==> src/rtl/msgdma_st_sink.sv <==
// Avalon-ST sink: buffers mSGDMA MM2S words in a FIFO, drains them into a word counter and checksum, exposes CSRs and an activity LED.
// Optional build macro MSGDMA_ST_SINK_STALL_CNT_EN adds a 24-bit saturating stall counter reported in STATUS[31:8].
module msgdma_st_sink #(
    parameter int unsigned FIFO_DEPTH = 16,
    parameter logic [31:0] LED_HOLD   = 32'd10000000
) (
    input  logic        clk,
    input  logic        reset,
    input  logic [31:0] st_sink_data,
    input  logic        st_sink_valid,
    output logic        st_sink_ready,
    input  logic [1:0]  csr_address,
    input  logic        csr_read,
    input  logic        csr_write,
    input  logic [31:0] csr_writedata,
    output logic [31:0] csr_readdata,
    output logic        activity_led
);
    localparam int AW = $clog2(FIFO_DEPTH);
    localparam int LW = AW + 1;
    localparam logic [LW-1:0] FULL_LVL = LW'(FIFO_DEPTH);

    logic [31:0]   mem [FIFO_DEPTH];
    logic [AW-1:0] wr_ptr;
    logic [AW-1:0] rd_ptr;
    logic [LW-1:0] level;
    logic          out_of_reset;
    logic          enable;
    logic [31:0]   word_cnt;
    logic [31:0]   chksum;
    logic [31:0]   hold_cnt;
    logic          push;
    logic          pop;
    logic          ctrl_wr;
    logic          clear;
    logic [31:0]   pop_data;
    logic [31:0]   status;
    logic [31:0]   reg_mux;
    logic          unused_wdata;

    // Ready depends only on registered state, so it is low throughout reset.
    assign st_sink_ready = out_of_reset && (level != FULL_LVL);
    assign push          = st_sink_valid && st_sink_ready;
    assign pop           = enable && (level != '0);
    assign ctrl_wr       = csr_write && (csr_address == 2'd2);
    assign clear         = ctrl_wr && csr_writedata[1];
    assign pop_data      = mem[rd_ptr];
    assign activity_led  = (hold_cnt != '0);
    assign unused_wdata  = &{1'b0, csr_writedata[31:2]};

    always_ff @(posedge clk) begin
        if (push) begin
            mem[wr_ptr] <= st_sink_data;
        end
    end

    always_ff @(posedge clk) begin
        if (reset || clear) begin
            wr_ptr <= '0;
            rd_ptr <= '0;
            level  <= '0;
        end else begin
            if (push) begin
                wr_ptr <= wr_ptr + AW'(1);
            end
            if (pop) begin
                rd_ptr <= rd_ptr + AW'(1);
            end
            case ({push, pop})
                2'b10:   level <= level + LW'(1);
                2'b01:   level <= level - LW'(1);
                default: level <= level;
            endcase
        end
    end

    // A clear cancels a coincident pop entirely: not counted, no LED reload.
    always_ff @(posedge clk) begin
        if (reset) begin
            out_of_reset <= 1'b0;
            enable       <= 1'b0;
            word_cnt     <= '0;
            chksum       <= '0;
            hold_cnt     <= '0;
        end else begin
            out_of_reset <= 1'b1;
            if (ctrl_wr) begin
                enable <= csr_writedata[0];
            end
            if (clear) begin
                word_cnt <= '0;
                chksum   <= '0;
            end else if (pop) begin
                word_cnt <= word_cnt + 32'd1;
                chksum   <= chksum + pop_data;
            end
            if (pop && !clear) begin
                hold_cnt <= LED_HOLD;
            end else if (hold_cnt != '0) begin
                hold_cnt <= hold_cnt - 32'd1;
            end
        end
    end

`ifdef MSGDMA_ST_SINK_STALL_CNT_EN
    logic [23:0] stall_cnt;

    always_ff @(posedge clk) begin
        if (reset || clear) begin
            stall_cnt <= '0;
        end else if (st_sink_valid && !st_sink_ready && (stall_cnt != '1)) begin
            stall_cnt <= stall_cnt + 24'd1;
        end
    end

    assign status = {stall_cnt, 8'(level)};
`else
    assign status = {24'd0, 8'(level)};
`endif

    always_comb begin
        reg_mux = '0;
        case (csr_address)
            2'd0:    reg_mux = word_cnt;
            2'd1:    reg_mux = chksum;
            2'd2:    reg_mux = {31'd0, enable};
            default: reg_mux = status;
        endcase
    end

    always_ff @(posedge clk) begin
        if (reset) begin
            csr_readdata <= '0;
        end else begin
            csr_readdata <= csr_read ? reg_mux : '0;
        end
    end

endmodule

==> config.mk <==
export PLATFORM = sky130hd
export DESIGN_NAME = msgdma_st_sink
export DESIGN_NICKNAME = d
export VERILOG_FILES = /design/src/rtl/msgdma_st_sink.sv
export SDC_FILE = /design/constraint.sdc
export NUM_CORES = 1
export LEC_CHECK = 0
export BUFFER_PORTS_ARGS = -buffer_cell sky130_fd_sc_hd__clkbuf_2
export CAP_MARGIN = 20
export CELL_PAD_IN_SITES_DETAIL_PLACEMENT = 0
export CELL_PAD_IN_SITES_GLOBAL_PLACEMENT = 2
export CORE_MARGIN = 3
export CORE_UTILIZATION = 40
export DETAILED_ROUTE_END_ITERATION = 8
export PLACE_DENSITY_LB_ADDON = 0.1
export SETUP_SLACK_MARGIN = 0.05
export SLEW_MARGIN = 20
export SYNTH_ARGS = -nofsm -noshare
export SYNTH_HDL_FRONTEND = slang
export SYNTH_SLANG_ARGS = --single-unit
==> constraint.sdc <==
create_clock -name clk -period 9.8 [get_ports clk]
set_input_delay 0.98 -clock clk [delete_from_list [all_inputs] [get_ports clk]]
set_output_delay 0.98 -clock clk [all_outputs]
set_load 0.005 [all_outputs]
Word level (Yosys, flattened, before mapping)
Memory sizes are Yosys's and may differ from the RTL's. A register that Yosys moved wholly into a read port is not among the register bits. Cells that the tools add are included.

Register bits after elaboration: 143. RAM bits: 512. Bits of input ports: 71. Logic and storage cells: 49. Memories kept: 1.

Memories: mem (depth 16, bits a word 32, rd ports 1, clocked after memory_dff 1, wr ports 1, line 23) `logic [31:0] mem [FIFO_DEPTH];`.

Add/sub/neg operators: 7. Equal/unequal tests: 5. Mux-type cells: 9. Bitwise logic cells: 1. Reductions and logical operators: 16.

Operators by type and width (count): 32-bit case mux with 3 select lines (1); 24-bit 2-to-1 mux (2); 32-bit by 1-bit adder with 32-bit output (second input constant) (1); 32-bit adder (1); 32-bit nonzero test (1); 32-bit by 1-bit subtractor with 32-bit output (second input constant) (1); 5-bit case mux with 2 select lines (1); 4-bit by 1-bit adder with 4-bit output (second input constant) (2); 4-bit 2-to-1 mux (2); 1-bit logical AND (6); 2-bit OR reduction (3); 5-bit by 1-bit adder with 5-bit output (second input constant) (1); 5-bit inequality test (second input constant) (1); 5-bit nonzero test (1); 5-bit by 1-bit subtractor with 5-bit output (second input constant) (1); 2-bit by 1-bit equality test with 1-bit output (second input constant) (2); 2-bit equality test (second input constant) (2); 2-bit nonzero test (2); 1-bit 2-to-1 mux (3); 2-bit logical NOT (1); 1-bit logical NOT (1); 1-bit logical OR (1); 1-bit NOT (1).

Logic depth before layout (Yosys ltp)
Word-level depth: 6. Mapped depth: 16. Mapped depth without buffers: 13.

Worst setup path after synthesis
No wires, ideal clock.

Kind: flip-flop to flip-flop. Start point: register with a tool-made name. End point: register chksum[31]. Arrival time: 4606 ps. Path slack: 5123 ps. Cell stages (with the launch flop): 15. Cell sequence: dfxtp_1 buf_2 buf_2 buf_1 mux4_2 mux4_2 ha_1 and3_1 and4_1 a2111oi_0 a21boi_0 o221ai_1 o221ai_1 mux2i_1 mux2i_1.

RTL lines: end signal, assigned (line 95) `chksum <= chksum + pop_data;`; end, declared (line 30) `logic [31:0] chksum;`.

==> flow_summary.toml <==
[run_status]
outcome = "completed"

[power_and_ir_drop]
p_clk_share_pct = 42.9
combPwrFrac_pct = 6.9
intPower_w = 0.00479
pwr-share-seq_pct = 50.2
power_leakage_nw = 9.90
power_density_nw_per_um2 = 203
swShare_pct = 22.7
p_switching_w = 0.00141
ir_drop_uv = 144

[route]
firstDrtPassIters = 5
drc = 0
viasPerCell = 5.34
routed_wl_um = 61200
post_drt_wl_per_cell_um = 23.3
ant_nets = 0
via_count = 14000
drt_iter0_markers = 1160

[floorplan]
core_um2 = 65200
die_h_um = 264
die_width_um = 264
ios = 105
dieArea_um2 = 69700
row_count = 93
start_util_pct = 40.9

[clocking]
root_buffer = "clkbuf_16"
cts_setup_buffers = 0
cts_tree = "done"
clockBufferDepth = 3
cts_sinks = 659
hold_buffers = 0
htree_levels = 3
worstSkewPairLatency_ns = 0.62
cts_resized = 0
clk_pin_slew_ns = 0.05
cts_buffers = 74

[yosys]
ys.warnings.count = 0
synth.avg_cell_area_um2 = 16.6
synth_cell_types = 62
synth_edf_count = 512
yosys.area.top_type = "edfxtp_1"
synth_nets = 1722
yosysMostFrequentCell = "edfxtp_1"
netlist_area_um2 = 26600
synthTopCellsByArea = "edfxtp_1, mux4_2, dfxtp_1"
netlist_instances = 1607
yosys_most_used_dff = "edfxtp_1"
netlist_top_cells_count = "edfxtp_1, mux4_2, nor2_1, dfxtp_1, nand2_1"
synth_seq_cells = 659
seq_area_frac_synth_pct = 68.7
async_flop_share_pct = 0
synth_top_area_share_pct = 57.7

[sta]
fin_worst_skew_ns = 0.0234
max-slew-margin-rel_pct = 26.4
grt_setup_unrepaired = "false"
setup_viol = 0
max_freq_mhz = 172
tightest_slew_ns = 1.10
hold_viol_final = 0
fin_setup_tns_ns = 0
slew_viol_final = 0
post-route-min-period_ns = 5.82
period_share_pct = 59.4

[min_path]
whs_path_depth = 2
hp-class = "flop to flop"
hp-start = "hold_cnt[3]$_SDFFE_PP0P_"
whs_endpoint = "hold_cnt[3]$_SDFFE_PP0P_"

[setup_path]
critPathArrivalTime_ns = 6.36
worstSetupPathType = "flop to flop"
crit_path_max_fanout = 90
r2r_end = "chksum[31]$_SDFFE_PP0P_"
reg2reg_depth = 12
crit_required_ns = 10.34
end_kind = "flop"
ff2ff_setup_slack_ns = 3.98
worst_setup_path_start_kind = "flop"

[place]
gp_routability_congestion = 0.746
dp_hpwl_um = 34000
placed_area_um2 = 28100
io_buffers = 74

[global_route]
antenna_found_initial = 4
grt_usage_pct = 17.9
grt_pass1_wl_um = 93200
grt_pass1_vias = 14600
grt_overflow = 0
grt_max_degree = 91

[finish]
nets = 1831
syn_to_final_growth_pct = 14.5
nFillCells = 5659
drive_above_1_share_pct = 22.2
final_cell_area_um2 = 30500
n_antenna_cell = 0

[run]
drv_cap = 0
cell usage in the layout (no fill, tap or decap), drive strengths merged, types with 4 or more instances in the layout:
| cell | instances |
|---|---|
| edfxtp | 512 |
| clkbuf | 174 |
| mux4 | 161 |
| nor2 | 149 |
| dfxtp | 147 |
| nand2 | 90 |
| a21oi | 84 |
| ha | 42 |
| xnor2 | 38 |
| xor2 | 36 |
| mux2i | 34 |
| o21ai | 33 |
| inv | 30 |
| buf | 25 |
| clkinv | 25 |
| nor3 | 19 |
| or3 | 18 |
| nand4 | 15 |
| o21a | 11 |
| a21o | 11 |
| nand3 | 10 |
| or4 | 9 |
| and3 | 8 |
| nor2b | 7 |
| a211oi | 7 |
| a31oi | 7 |
| nor4 | 7 |
| nand2b | 6 |
| or2 | 5 |
| and2 | 4 |
| o211ai | 4 |
| o221ai | 4 |
| bufinv | 4 |
| o2111ai | 4 |
metrics by stage:
| step | util [%] | worst slack (ns) | hold slack, ns | total power, W | cells |
|---|---|---|---|---|---|
| floorplan | - | 5.12 | 0.442 | 0.00347 | 1607 |
| global placement | 43.2 | 3.81 | 0.453 | 0.00359 | 2495 |
| detailed placement | 43.2 | 3.78 | 0.466 | 0.00360 | 2495 |
| CTS | 46.8 | 3.76 | 0.472 | 0.00629 | 2626 |
| global route | 46.8 | 3.40 | 0.502 | 0.00647 | 2626 |
| finish | 46.8 | 3.98 | 0.470 | 0.00620 | 2626 |
layout make-up:
class | instances | area (um^2) | area share (%)
Multi-Input combinational cell | 854 | 8080 | 26.5
Timing Repair Buffer | 99 | 571 | 1.87
Clock inverter | 31 | 343 | 1.12
Clock buffer | 100 | 2010 | 6.60
Tap cell | 855 | 1070 | 3.51
Inverter | 28 | 105 | 0.345
Sequential cell | 659 | 18300 | 60.1
sequential cells by signal, summed over array words and instances, names as in the netlist, named ones only:
name and cells:
level 5, csr_readdata 32, mem 512, word_cnt 32
hold_cnt 32, out_of_reset 1, rd_ptr 4, enable 1
chksum 32, wr_ptr 4
worst max-delay path, cell delays in order (launching register included):
cell and delay (ns):
dfxtp_4 0.90, buf_12 0.67, mux4_2 0.60, mux4_2 0.59, ha_1 0.40, and3_1 0.23
and4_1 0.24, a2111oi_0 0.72, a21boi_0 0.25, o221ai_1 0.37, o221ai_1 0.20, mux2i_1 0.31
mux2i_1 0.21
metal layers:
metal | routed length [um] | track usage, % | part of all wire (%) | vias to the layer above
met4 | 1130 | 4.22 | 1.9 | 4
met2 | 30600 | 30.3 | 50 | 234
li1 | - | - | - | 6503
met3 | 2420 | 3.24 | 4.0 | 91
met5 | 27 | 0 | 0.044 | -
met1 | 27100 | 24.1 | 44 | 7178
cell families (layout without fill, tap and decap cells):
group                      count (synthesis)  after routing  synth area share [%]
AOI/OAI and AO/OA                        185            185                  4.23
and+or+nand+nor                          355            355                  6.18
DFF                                      659            659                  68.7
xor gates and xnor gates                  74             74                  2.43
adders and majority gates                 44             44                  2.12
muxes                                    196            196                  14.9
buffers and inverters                     94            258                  1.36
worst max-delay path by stage:
stage               startpoint                       to
finish                    flop  chksum[31]$_SDFFE_PP0P_
global route              flop  chksum[31]$_SDFFE_PP0P_
CTS                       flop  chksum[31]$_SDFFE_PP0P_
detailed placement        flop  chksum[31]$_SDFFE_PP0P_
global placement          flop  chksum[31]$_SDFFE_PP0P_
floorplan                 flop  chksum[31]$_SDFFE_PP0P_
power by group through the flow:
stage	Combinational, W	Sequential, W	Clock (W)
after floorplan	0.000311	0.00316	0
after global placement	0.000423	0.00317	0
after detailed placement	0.000430	0.00317	0
after CTS	0.000433	0.00311	0.00275
after global routing	0.000486	0.00312	0.00286
final	0.000431	0.00311	0.00266
No activity file was read; power rests on OpenSTA's default activity.
